`src/rtl/sr_button_driver.sv`:
```
// sr_button_driver: command front end for the gated SR latch.
//
// Turns two raw, bouncing pushbuttons into clean, registered en/s/r command
// pulses. Each button is synchronised (two flops), debounced and then
// rising-edge detected. An arbiter guarantees the latch never sees s=r=1
// with en=1; simultaneous set/reset requests are dropped and flagged.
//
// Ports:
//   clk       - system clock, rising edge
//   rst       - synchronous, active-high reset
//   btn_set   - raw asynchronous set button, active high
//   btn_reset - raw asynchronous reset button, active high
//   en        - latch enable, registered
//   s         - latch set input, registered
//   r         - latch reset input, registered
//   busy      - high whenever the command FSM is not idle
//   conflict  - one-cycle pulse: simultaneous set/reset requests dropped
module sr_button_driver #(
  parameter int unsigned DEBOUNCE_CYCLES = 4,
  parameter int unsigned CNT_W           = 20,
  parameter int unsigned PULSE_CYCLES    = 2
) (
  input  logic clk,
  input  logic rst,
  input  logic btn_set,
  input  logic btn_reset,
  output logic en,
  output logic s,
  output logic r,
  output logic busy,
  output logic conflict
);

  localparam int unsigned PW = (PULSE_CYCLES > 1) ? $clog2(PULSE_CYCLES) : 1;
  localparam logic [CNT_W-1:0] DbLast    = CNT_W'(DEBOUNCE_CYCLES - 1);
  localparam logic [PW-1:0]    PulseLast = PW'(PULSE_CYCLES - 1);

  typedef enum logic [1:0] {StIdle, StSet, StRst, StGap} state_e;

  // Bit 0 carries the set button, bit 1 the reset button throughout.
  logic [1:0]       btn_raw;
  logic [1:0]       sync1_q, sync2_q;
  logic [1:0]       deb_q, deb_d, deb_prev_q;
  logic [CNT_W-1:0] cnt_q [2];
  logic [CNT_W-1:0] cnt_d [2];
  logic [1:0]       req;

  state_e          state_q, state_d;
  logic [PW-1:0]   pcnt_q, pcnt_d;
  logic [1:0]      pend_q, pend_d;
  logic            en_q, en_d, s_q, s_d, r_q, r_d;
  logic            conflict_q, conflict_d;

  assign btn_raw = {btn_reset, btn_set};

  // Debounce: the level must differ from the debounced value for
  // DEBOUNCE_CYCLES consecutive cycles; any agreeing cycle restarts the count.
  always_comb begin
    for (int i = 0; i < 2; i++) begin
      deb_d[i] = deb_q[i];
      cnt_d[i] = '0;
      if (sync2_q[i] != deb_q[i]) begin
        if (cnt_q[i] == DbLast) begin
          deb_d[i] = sync2_q[i];
        end else begin
          cnt_d[i] = cnt_q[i] + CNT_W'(1);
        end
      end
    end
  end

  assign req = deb_q & ~deb_prev_q;

  always_ff @(posedge clk) begin
    if (rst) begin
      sync1_q    <= '0;
      sync2_q    <= '0;
      deb_q      <= '0;
      deb_prev_q <= '0;
      cnt_q[0]   <= '0;
      cnt_q[1]   <= '0;
    end else begin
      sync1_q    <= btn_raw;
      sync2_q    <= sync1_q;
      deb_q      <= deb_d;
      deb_prev_q <= deb_q;
      cnt_q[0]   <= cnt_d[0];
      cnt_q[1]   <= cnt_d[1];
    end
  end

  // Command FSM. New requests always fold into the pending flags first, so
  // in idle a request arriving this cycle is arbitrated alongside held ones.
  always_comb begin
    state_d    = state_q;
    pcnt_d     = pcnt_q;
    pend_d     = pend_q | req;
    conflict_d = 1'b0;
    case (state_q)
      StIdle: begin
        if (pend_d[0] && pend_d[1]) begin
          conflict_d = 1'b1;
          pend_d     = '0;
        end else if (pend_d[0]) begin
          state_d   = StSet;
          pend_d[0] = 1'b0;
          pcnt_d    = '0;
        end else if (pend_d[1]) begin
          state_d   = StRst;
          pend_d[1] = 1'b0;
          pcnt_d    = '0;
        end
      end
      StSet, StRst: begin
        if (pcnt_q == PulseLast) begin
          state_d = StGap;
        end else begin
          pcnt_d = pcnt_q + PW'(1);
        end
      end
      StGap: begin
        state_d = StIdle;
      end
      default: begin
        state_d = StIdle;
      end
    endcase
    // Outputs are registered from the next state so they align with it.
    en_d = (state_d == StSet) || (state_d == StRst);
    s_d  = (state_d == StSet);
    r_d  = (state_d == StRst);
  end

  always_ff @(posedge clk) begin
    if (rst) begin
      state_q    <= StIdle;
      pcnt_q     <= '0;
      pend_q     <= '0;
      en_q       <= 1'b0;
      s_q        <= 1'b0;
      r_q        <= 1'b0;
      conflict_q <= 1'b0;
    end else begin
      state_q    <= state_d;
      pcnt_q     <= pcnt_d;
      pend_q     <= pend_d;
      en_q       <= en_d;
      s_q        <= s_d;
      r_q        <= r_d;
      conflict_q <= conflict_d;
    end
  end

  assign en       = en_q;
  assign s        = s_q;
  assign r        = r_q;
  assign busy     = (state_q != StIdle);
  assign conflict = conflict_q;

endmodule

```
`config.mk`:
```
export PLATFORM = sky130hd
export DESIGN_NAME = sr_button_driver
export DESIGN_NICKNAME = d
export VERILOG_FILES = /design/src/rtl/sr_button_driver.sv
export SDC_FILE = /design/constraint.sdc
export NUM_CORES = 1
export LEC_CHECK = 0
export CORE_MARGIN = 1
export CORE_UTILIZATION = 40
export CTS_CLUSTER_DIAMETER = 30
export DETAILED_ROUTE_END_ITERATION = 7
export PLACE_DENSITY = 0.68
export SLEW_MARGIN = 30
export SYNTH_ARGS = -nofsm -noshare
export SYNTH_HDL_FRONTEND = slang
export SYNTH_SLANG_ARGS = --single-unit
```
`constraint.sdc`:
```
create_clock -name clk -period 2 [get_ports clk]
set_input_delay 0.5 -clock clk [delete_from_list [all_inputs] [get_ports clk]]
set_output_delay 0.5 -clock clk [all_outputs]
set_load 0.03 [all_outputs]
```
==> impl_metrics.env <==
export IMPL_n_antenna_cell=0
export IMPL_cts_sink_count=57
export IMPL_clockPowerShare_pct=46.4
export IMPL_r2r_end="cnt_q[0][37]"
export IMPL_regToRegStartpoint="cnt_q[0][33]"
export IMPL_synth_top_flop_cell="dfxtp_1"
export IMPL_viasPerCell=4.855
export IMPL_ant_nets=0
export IMPL_yosysSeqAreaShare_pct=48.15
export IMPL_rsz0062_at_grt="no"
export IMPL_std_cell_rows=27
export IMPL_die_area_um2=6236
export IMPL_setup_viol=0
export IMPL_crit_type="reg -> out"
export IMPL_syn_nets=272
export IMPL_slowest_stage="dlygate4sd2_1"
export IMPL_synth_top_cell_area_share_pct=48.15
export IMPL_report_final_slew_viol_count=0
export IMPL_finalSetupTns_ns=0
export IMPL_max_slew_margin_pct=68.85
export IMPL_htree_levels=3
export IMPL_hold_viol_final=0
export IMPL_post_route_min_period_ns=1.874
export IMPL_grt_max_degree=21
export IMPL_dp_hpwl_um=2652
export IMPL_drt_wl_total_um=3853
export IMPL_most_common_layout_cells="57 x dfxtp_1, 56 x nor2_1, 21 x xor2_1"
export IMPL_fillers=557
export IMPL_regArea_um2=1141
export IMPL_async_flop_share_pct=0
export IMPL_hp_class="reg -> reg"
export IMPL_post_drt_wl_per_cell_um=10.73
export IMPL_drive_gt1_share_pct=8.711
export IMPL_dr_pass1_iters=4
export IMPL_ios=9
export IMPL_ys_warn_count=0
export IMPL_reg2reg_setup_slack_ns=0.21
export IMPL_cts_buffers=9
export IMPL_crit_arrival_ns=1.37
export IMPL_status="finished, final reports clean"
export IMPL_ir_drop_v=0.0005347
export IMPL_p_per_area_nw_per_um2=797.5
export IMPL_crit_chain="inv_1 > ha_1 > inv_1 > dlygate4sd2_1"
export IMPL_total_power_w=0.002182
export IMPL_clk_root_buffer_cell="clkbuf_8"
export IMPL_syn_to_final_growth_pct=15.47
export IMPL_cp_max_fo=2
export IMPL_grt_pass1_vias=1661
export IMPL_cp_endpoint="busy"
export IMPL_place_congestion=0.7787
export IMPL_cp_startpoint="state_q[0]"
export IMPL_syn_area_um2=2370
export IMPL_muxShareOfSynthArea_pct=1.426
export IMPL_grt_pass1_wl_um=6955
export IMPL_pwr_share_comb_pct=1.3
export IMPL_drt_iter0_markers=68
export IMPL_synth_edf_count=0
export IMPL_final_setup_skew_ns=0.007070
export IMPL_yosys_area_share_simple_pct=28.83
export IMPL_synth_adder_area_share_pct=2.534
export IMPL_cts_tree="built"
export IMPL_switching_share_pct=19.95
export IMPL_reg2reg_depth=5
export IMPL_maxCapViolations=0
export IMPL_vias=1743
export IMPL_clockBufferDepth=2
export IMPL_internal_power_w=0.001747
export IMPL_fmax_mhz=533.6
export IMPL_drc=0
export IMPL_crit_required_ns=1.50
export IMPL_pwr_share_seq_pct=52.4
export IMPL_worst_setup_path_end_kind="output port"
export IMPL_clock_latency_ns=0.33
export IMPL_synth_xor_area_share_pct=14.41
export IMPL_synth_cell_type_count=31
export IMPL_antenna_found_initial=0
export IMPL_fp_coreArea_um2=5608
export IMPL_synth_area_leaders="dfxtp_1 48%, nor2_1 8.9%, xor2_1 7.8%"
export IMPL_fp_dieH_um=78.97
export IMPL_portBuffers=8
export IMPL_synth_compound_area_share_pct=1.742
export IMPL_switchingPower_w=0.0004353
export IMPL_cpPeakStageDelay_ns=0.39
export IMPL_crit_path_frequent_cell="inv_1"
export IMPL_cp_start_kind="flip-flop"
export IMPL_layout_commonest_cell="dfxtp_1"
export IMPL_grt_overflow=0
export IMPL_synth_seq_cells=57
export IMPL_p_leak_nw=0.9233
export IMPL_period_share_pct=93.69
export IMPL_syn_avg_cell_area_um2=8.976
export IMPL_layout_nets=292
export IMPL_initial_core_util_pct=42.26
export IMPL_die_x_um=78.97
export IMPL_synth_top_family_by_area="simple AND/OR/NAND/NOR gates"
export IMPL_clk_pin_slew_ns=0.06
export IMPL_multi_input_area_um2=1160
export IMPL_grt_use_total_pct=14.42
export IMPL_worstMarginPinSlew_ns=0.4672
export IMPL_synth_top_area_cell="dfxtp_1"
export IMPL_synth_cells=264
layer usage:
metal,part of all wire [%],track usage (%),routed length (µm),vias up
met5,0,0,0,-
met4,2.1,10.36,80,0
met3,3.5,4.368,135,7
met2,44,22.24,1710,24
met1,50,16.92,1926,789
li1,-,-,-,923
worst max-delay path, delay by kind of cell (launching register included):
family / cells / cell delay, ns
fa+ha+maj: 1 / 0.21
buf+inv: 3 / 0.52
flops: 1 / 0.32
synthesized netlist by cell type, drive strengths merged (3+ instances only):
cell type and count:
nand3 10, mux2 3, nor2b 11, nor2 56
xnor2 18, nand2 17, nor4 10, nor3 7
xor2 21, and3 4, buf 4, nand4 13
inv 8, ha 4, dfxtp 57, o21ai 3
layout make-up:
| type | instances | area share (%) |
|---|---|---|
| multi-input combinational | 193 | 42.39 |
| inverter | 8 | 1.097 |
| sequential | 57 | 41.70 |
| clock buffer | 11 | 5.167 |
| clock inverter | 3 | 1.555 |
| tap | 72 | 3.292 |
| timing repair buffer | 15 | 4.801 |
cell families after synthesis:
group,after synthesis
simple gates,139
flops,57
xor+xnor,39
buf+inv,14
compound gates,7
fa+ha+maj,5
mux,3
through the flow:
| stage | hold WS (ns) | util [%] | setup WS [ns] | std cells | instance area (µm²) |
|---|---|---|---|---|---|
| final | 0.4334 | 48.80 | 0.1261 | 359 | 2736 |
| after global placement | 0.4166 | 45.54 | 0.2199 | 345 | 2554 |
| after floorplan | 0.4138 | - | 0.3233 | 264 | 2370 |
| after CTS | 0.4450 | 48.80 | 0.1007 | 359 | 2736 |
| after global routing | 0.4686 | 48.80 | 0.04342 | 359 | 2736 |
| after detailed placement | 0.4284 | 45.54 | 0.1981 | 345 | 2554 |
registers in the layout, summed over array words and instances, names as in the netlist:
register    cells
cnt_q          40
conflict        1
deb_prev_q      2
deb_q           2
en              1
pcnt_q          1
pend_q          2
r               1
s               1
state_q         2
sync1_q         2
sync2_q         2
timing repair:
action	4_1_cts	5_1_grt
hold buffers	0	0
endpoints found under the hold margin	0	0
gates resized for setup	1	0
setup buffers	0	0
endpoints found under the setup margin	1	0
power groups by stage:
stage          Clock, W  Sequential [W]  Combinational (W)
2_1_floorplan         0         0.00117          0.0000187
3_3_place_gp          0         0.00117          0.0000279
3_5_place_dp          0         0.00117          0.0000285
4_1_cts         0.00105         0.00114          0.0000287
5_1_grt         0.00110         0.00114          0.0000313
6_report        0.00101         0.00114          0.0000278
worst min path at each step:
stage | start | endpoint | depth (start not counted) | slack, ns
2_1_floorplan | sync1_q[0] | sync2_q[0] | 1 | 0.41
3_3_place_gp | sync1_q[0] | sync2_q[0] | 1 | 0.42
3_5_place_dp | sync1_q[1] | sync2_q[1] | 1 | 0.43
4_1_cts | sync1_q[1] | sync2_q[1] | 1 | 0.44
5_1_grt | sync1_q[0] | sync2_q[0] | 1 | 0.47
6_report | sync1_q[1] | sync2_q[1] | 1 | 0.43
Note: power is estimated with default switching activity, not from simulation.
